[config.mk]
export PLATFORM = sky130hd
export DESIGN_NAME = cp0
export DESIGN_NICKNAME = d
export VERILOG_FILES = /design/src/rtl/cp0.sv
export SDC_FILE = /design/constraint.sdc
export NUM_CORES = 1
export LEC_CHECK = 0
export BUFFER_PORTS_ARGS = -buffer_cell sky130_fd_sc_hd__buf_4
export CAP_MARGIN = 10
export CELL_PAD_IN_SITES_DETAIL_PLACEMENT = 1
export CELL_PAD_IN_SITES_GLOBAL_PLACEMENT = 1
export CORE_UTILIZATION = 33
export DETAILED_ROUTE_END_ITERATION = 8
export PLACE_DENSITY_LB_ADDON = 0.1
export SETUP_SLACK_MARGIN = 0.1
export SLEW_MARGIN = 25
export SYNTH_ARGS = -nofsm -noshare
export SYNTH_HDL_FRONTEND = slang
export SYNTH_SLANG_ARGS = --single-unit
export TNS_END_PERCENT = 10
[constraint.sdc]
create_clock -name clk -period 2.4 [get_ports clk]
set_input_delay 0.24 -clock clk [delete_from_list [all_inputs] [get_ports clk]]
set_output_delay 0.24 -clock clk [all_outputs]
set_load 0.05 [all_outputs]
[src/rtl/cp0.sv]
// Coprocessor-0: SR/Cause/EPC/PRId register file plus the interrupt/exception
// arbiter that drives the next-PC selector's intreq and epc inputs.
module cp0 #(
   parameter logic [31:0] PRID = 32'h4D49_5053
) (
   input  logic        clk,
   input  logic        rst_n,
   input  logic [4:0]  a1,
   input  logic [4:0]  a2,
   input  logic [31:0] din,
   input  logic        we,
   input  logic [31:0] pc,
   input  logic        bd,
   input  logic [4:0]  exccode,
   input  logic        exlclr,
   input  logic [5:0]  hwint,
   output logic        intreq,
   output logic [31:0] epc,
   output logic [31:0] dout
);

   localparam int unsigned IRQ_W = 6;
   localparam int unsigned EXC_W = 5;
   localparam int unsigned EPC_W = 30;

   localparam logic [4:0] REG_SR    = 5'd12;
   localparam logic [4:0] REG_CAUSE = 5'd13;
   localparam logic [4:0] REG_EPC   = 5'd14;
   localparam logic [4:0] REG_PRID  = 5'd15;

   // SR fields
   logic [IRQ_W-1:0] im_q, im_d;
   logic             exl_q, exl_d;
   logic             ie_q, ie_d;
   // Cause fields
   logic             bd_q, bd_d;
   logic [IRQ_W-1:0] ip_q, ip_d;
   logic [EXC_W-1:0] exc_code_q, exc_code_d;
   // EPC is word aligned, so only bits 31:2 are stored
   logic [EPC_W-1:0] epc_q, epc_d;

   logic             irq_c;
   logic             exc_c;
   logic [EPC_W-1:0] victim_c;

   // Arbitration: interrupts win over synchronous exceptions; both blocked by EXL.
   always_comb begin
      irq_c    = (|(hwint & im_q)) & ie_q & ~exl_q;
      exc_c    = (exccode != EXC_W'(0)) & ~exl_q;
      victim_c = bd ? (pc[31:2] - EPC_W'(1)) : pc[31:2];
      intreq   = irq_c | exc_c;
   end

   // Next-state for all CP0 fields.
   always_comb begin
      im_d       = im_q;
      exl_d      = exl_q;
      ie_d       = ie_q;
      bd_d       = bd_q;
      ip_d       = hwint;
      exc_code_d = exc_code_q;
      epc_d      = epc_q;

      if (intreq) begin
         exl_d      = 1'b1;
         bd_d       = bd;
         epc_d      = victim_c;
         exc_code_d = irq_c ? EXC_W'(0) : exccode;
      end else begin
         if (we) begin
            unique case (a2)
               REG_SR: begin
                  im_d  = din[15:10];
                  exl_d = din[1];
                  ie_d  = din[0];
               end
               REG_EPC: epc_d = din[31:2];
               default: ;
            endcase
         end
         // eret clears EXL even when the same cycle writes SR
         if (exlclr) begin
            exl_d = 1'b0;
         end
      end
   end

   always_ff @(posedge clk or negedge rst_n) begin
      if (!rst_n) begin
         im_q       <= '0;
         exl_q      <= 1'b0;
         ie_q       <= 1'b0;
         bd_q       <= 1'b0;
         ip_q       <= '0;
         exc_code_q <= '0;
         epc_q      <= '0;
      end else begin
         im_q       <= im_d;
         exl_q      <= exl_d;
         ie_q       <= ie_d;
         bd_q       <= bd_d;
         ip_q       <= ip_d;
         exc_code_q <= exc_code_d;
         epc_q      <= epc_d;
      end
   end

   // mfc0 read mux; same-cycle mtc0 data is deliberately not forwarded.
   always_comb begin
      epc = {epc_q, 2'b00};
      unique case (a1)
         REG_SR:    dout = {16'h0000, im_q, 8'h00, exl_q, ie_q};
         REG_CAUSE: dout = {bd_q, 15'h0000, ip_q, 3'b000, exc_code_q, 2'b00};
         REG_EPC:   dout = {epc_q, 2'b00};
         REG_PRID:  dout = PRID;
         default:   dout = 32'h0000_0000;
      endcase
   end

endmodule

==> qor.csv <==
stage,metric,value,unit
logic_synthesis,syn_area_per_cell,8.82,sq um
logic_synthesis,"FF+latch count, synth",50,
finish,layout cells sized above 1,0.412,
grt,remaining global-route overflow,0,
finish,register area,1250,sq um
sta,setup ws final,0.256,ns
grt,first-pass GRT wire length,16.7,mm
cts,Clock Sink Count,50,
sta,TNS Setup,0,ns
cts,H-Tree Depth,2,
sta,final setup fails,0,
cts,Clock Pin Slew Worst Setup and Hold Paths,0.10,ns
min_path,worst min-delay path class,input port to flip-flop,
sta,RSZ-0062 raised after global routing,false,
routing,drt pass-1 iters,4,
finish,area taken by multi-input logic gates,1840,sq um
grt,vias in the first global route,3285,
sta,FMAX,467,MHz
power,sequential share of power,0.305,
routing,DRC,0,
power,worst ir drop on vdd,0.625,mV
logic_synthesis,Synth warnings,0,
logic_synthesis,ys flop type,dfrtp_1,
grt,pin count of the biggest net entering global routing,67,
sta,Final Hold Vio Count,0,
sta,Slew @ Worst Pin,0.688,ns
grt,All-Layer GR Usage,0.212,
routing,DRT Wirelength,11.0,mm
routing,vias per cell,5.04,
cts,CTS max path bufs,2,
floorplanning,Die ar.,10100,sq um
grt,GR peak layer,met2,
cts,total CTS buffers,5,
finish,nets@finish,607,
sta,Relative slew margins,0.541,
floorplanning,Rows,35,
power,switch share,0.480,
placed_design,post-DP HPWL,8.04,mm
grt,met3 Track Usage GR,0.0355,
grt,met1 GRT Util,0.269,
finish,"commonest non-fill, non-tap cells in the layout","buf_4 (163), nor2_1 (63), dfrtp_1 (50), mux2_2 (31), a21oi_1 (28)",
placed_design,routability cong.,0.786,
cts,CTS root buf,clkbuf_8,
outcome,status,finished clean,
logic_synthesis,post-synthesis cell count,361,
routing,Routed WL per cell,17.1,microns
cts,latest clock arrival within the worst-skew pair,0.30,ns
routing,antenna-violating nets left,0,
finish,Filler cells,1132,
placed_design,port bufs,150,
placed_design,Place WS,0.0253,ns
floorplanning,die height,100,microns
logic_synthesis,register area share after synthesis,0.393,
logic_synthesis,Post-synth ARST share,1.00,
power,LEAKAGE,2.15,nW
critical_path,Worst Path Arrival,1.90,ns
critical_path,worst-path fanout max,17,
critical_path,Worst EP required,2.16,ns
power,Logic pwr share,0.567,
floorplanning,Core Area,9280,sq um
critical_path,CP Capture Type,output port,
critical_path,Startpoint Class,flip-flop,
finish,"leading cell type in the layout, fill and taps excluded",buf_4,
critical_path,Crit Path Class,flip-flop to output port,
grt,GR Layer Usage met2,0.383,
sta,clock skew,0.00928,ns
grt,initial antenna violation count,0,
logic_synthesis,Netlist cell types,39,
power,pwr dens,1030,nW/um^2
finish,diode count,0,
job,Max-Cap Viols,0,
sta,Final min period,2.14,ns
sta,Tcrit/Tclk final,0.893,
routing,via count,3255,
logic_synthesis,Netlist Area Pre-Place,3190,sq um
floorplanning,Initial Util,0.343,
routing,DRT iter0 DRCs,82,
power,clock network power share,0.128,
power,Int Power,2.51,mW
power,net switching power figure,2.32,mW
sta,Max Slew Vio Count,0,
cts,CTS tree,yes,
logic_synthesis,"EDFF count, synth",0,
floorplanning,IO Pins,155,
floorplanning,width of the die,100,microns
finish,synth-to-layout area growth,47.7,%
-- timing repair --
action                                 CTS  global route
setup endpoints to repair                0             1
endpoints found under the hold margin   16             0
hold buffers                             1             0
setup buffers                            0             3
resized for setup                        0             0
-- power by group through the flow --
stage                     Clock [mW]  Combinational, mW  Sequential, mW
after floorplan                    0              0.892            2.27
after global placement             0               2.54            1.47
after detailed placement           0               2.58            1.49
after CTS                      0.644               2.59            1.48
after global routing           0.670               2.90            1.52
final                          0.619               2.73            1.47
-- flip-flops by register name, indices dropped and copies added, names as in the netlist --
| name | flops |
|---|---|
| epc_q | 30 |
| im_q | 6 |
| ip_q | 6 |
| exc_code_q | 5 |
| bd_q | 1 |
| exl_q | 1 |
| ie_q | 1 |
-- cell usage after synthesis, drive strengths merged, types with 2 or more instances --
cell,instances,area share
clkbuf,17,0.020
a22oi,4,0.0094
dfrtp,50,0.39
a21oi,28,0.044
xnor2,21,0.058
nand2,18,0.021
a31oi,4,0.0079
nor2,64,0.076
nand3,10,0.016
or4,4,0.011
mux2,31,0.11
nor4b,4,0.013
nor4,12,0.024
a22o,3,0.0082
and2,11,0.022
o31ai,3,0.0071
inv,10,0.012
mux2i,12,0.038
buf,3,0.0059
nor2b,4,0.0079
o21ai,15,0.024
nor3,7,0.011
xor2,5,0.014
nand3b,2,0.0047
or3,9,0.021
a211oi,2,0.0047
-- metal layers --
layer | up-vias | routed length (microns)
met5 | - | 0
met4 | 0 | 57
met3 | 4 | 471
met2 | 83 | 5610
met1 | 1606 | 4890
li1 | 1562 | -
-- cell type report --
type / instances / share of cell area
clock buffers: 5 / 0.0146
flip-flops and latches: 50 / 0.266
well taps: 129 / 0.0343
repair buffers: 167 / 0.277
multi-input cells: 282 / 0.391
clock inverters: 3 / 0.00931
inverters: 10 / 0.00798
-- logic make-up after synthesis --
family          share of synthesized area
other cells                       0.00118
buf+inv                            0.0377
fa+ha+maj                         0.00393
compound gates                      0.110
flops                               0.393
simple gates                        0.236
mux                                 0.147
xor+xnor                           0.0715
-- path summary, 6_finish.rpt --
check,depth (start not counted),from,slack (ns),endpoint
worst max-delay path,6,im_q[3],0.26,intreq
max in group asynchronous,2,rst_n,1.42,epc_q[11]
worst max register to register,6,im_q[3],0.30,im_q[2]
worst min-delay path,1,hwint[5],0.06,ip_q[5]
worst min register to register,1,bd_q,0.52,bd_q
min in group asynchronous,2,rst_n,0.52,exc_code_q[0]
-- critical path, stage by stage (launching register included) --
cell and delay [ns]:
dfrtp_1 0.40, a22o_1 0.23, o31ai_1 0.24, buf_4 0.20, a31oi_4 0.13, buf_12 0.20
buf_4 0.19
-- stage by stage --
| stage | utilization | std cells | total power, mW | area, sq um | hold WS (ns) |
|---|---|---|---|---|---|
| CTS | 0.499 | 641 | 4.71 | 4630 | 0.0427 |
| detailed placement | 0.486 | 632 | 4.07 | 4510 | 0.327 |
| floorplan | - | 362 | 3.16 | 3190 | -0.0556 |
| global route | 0.507 | 646 | 5.10 | 4700 | 0.0343 |
| finish | 0.507 | 646 | 4.82 | 4700 | 0.0557 |
| global placement | 0.486 | 632 | 4.01 | 4510 | 0.321 |
No activity file was read; power rests on OpenSTA's default activity.
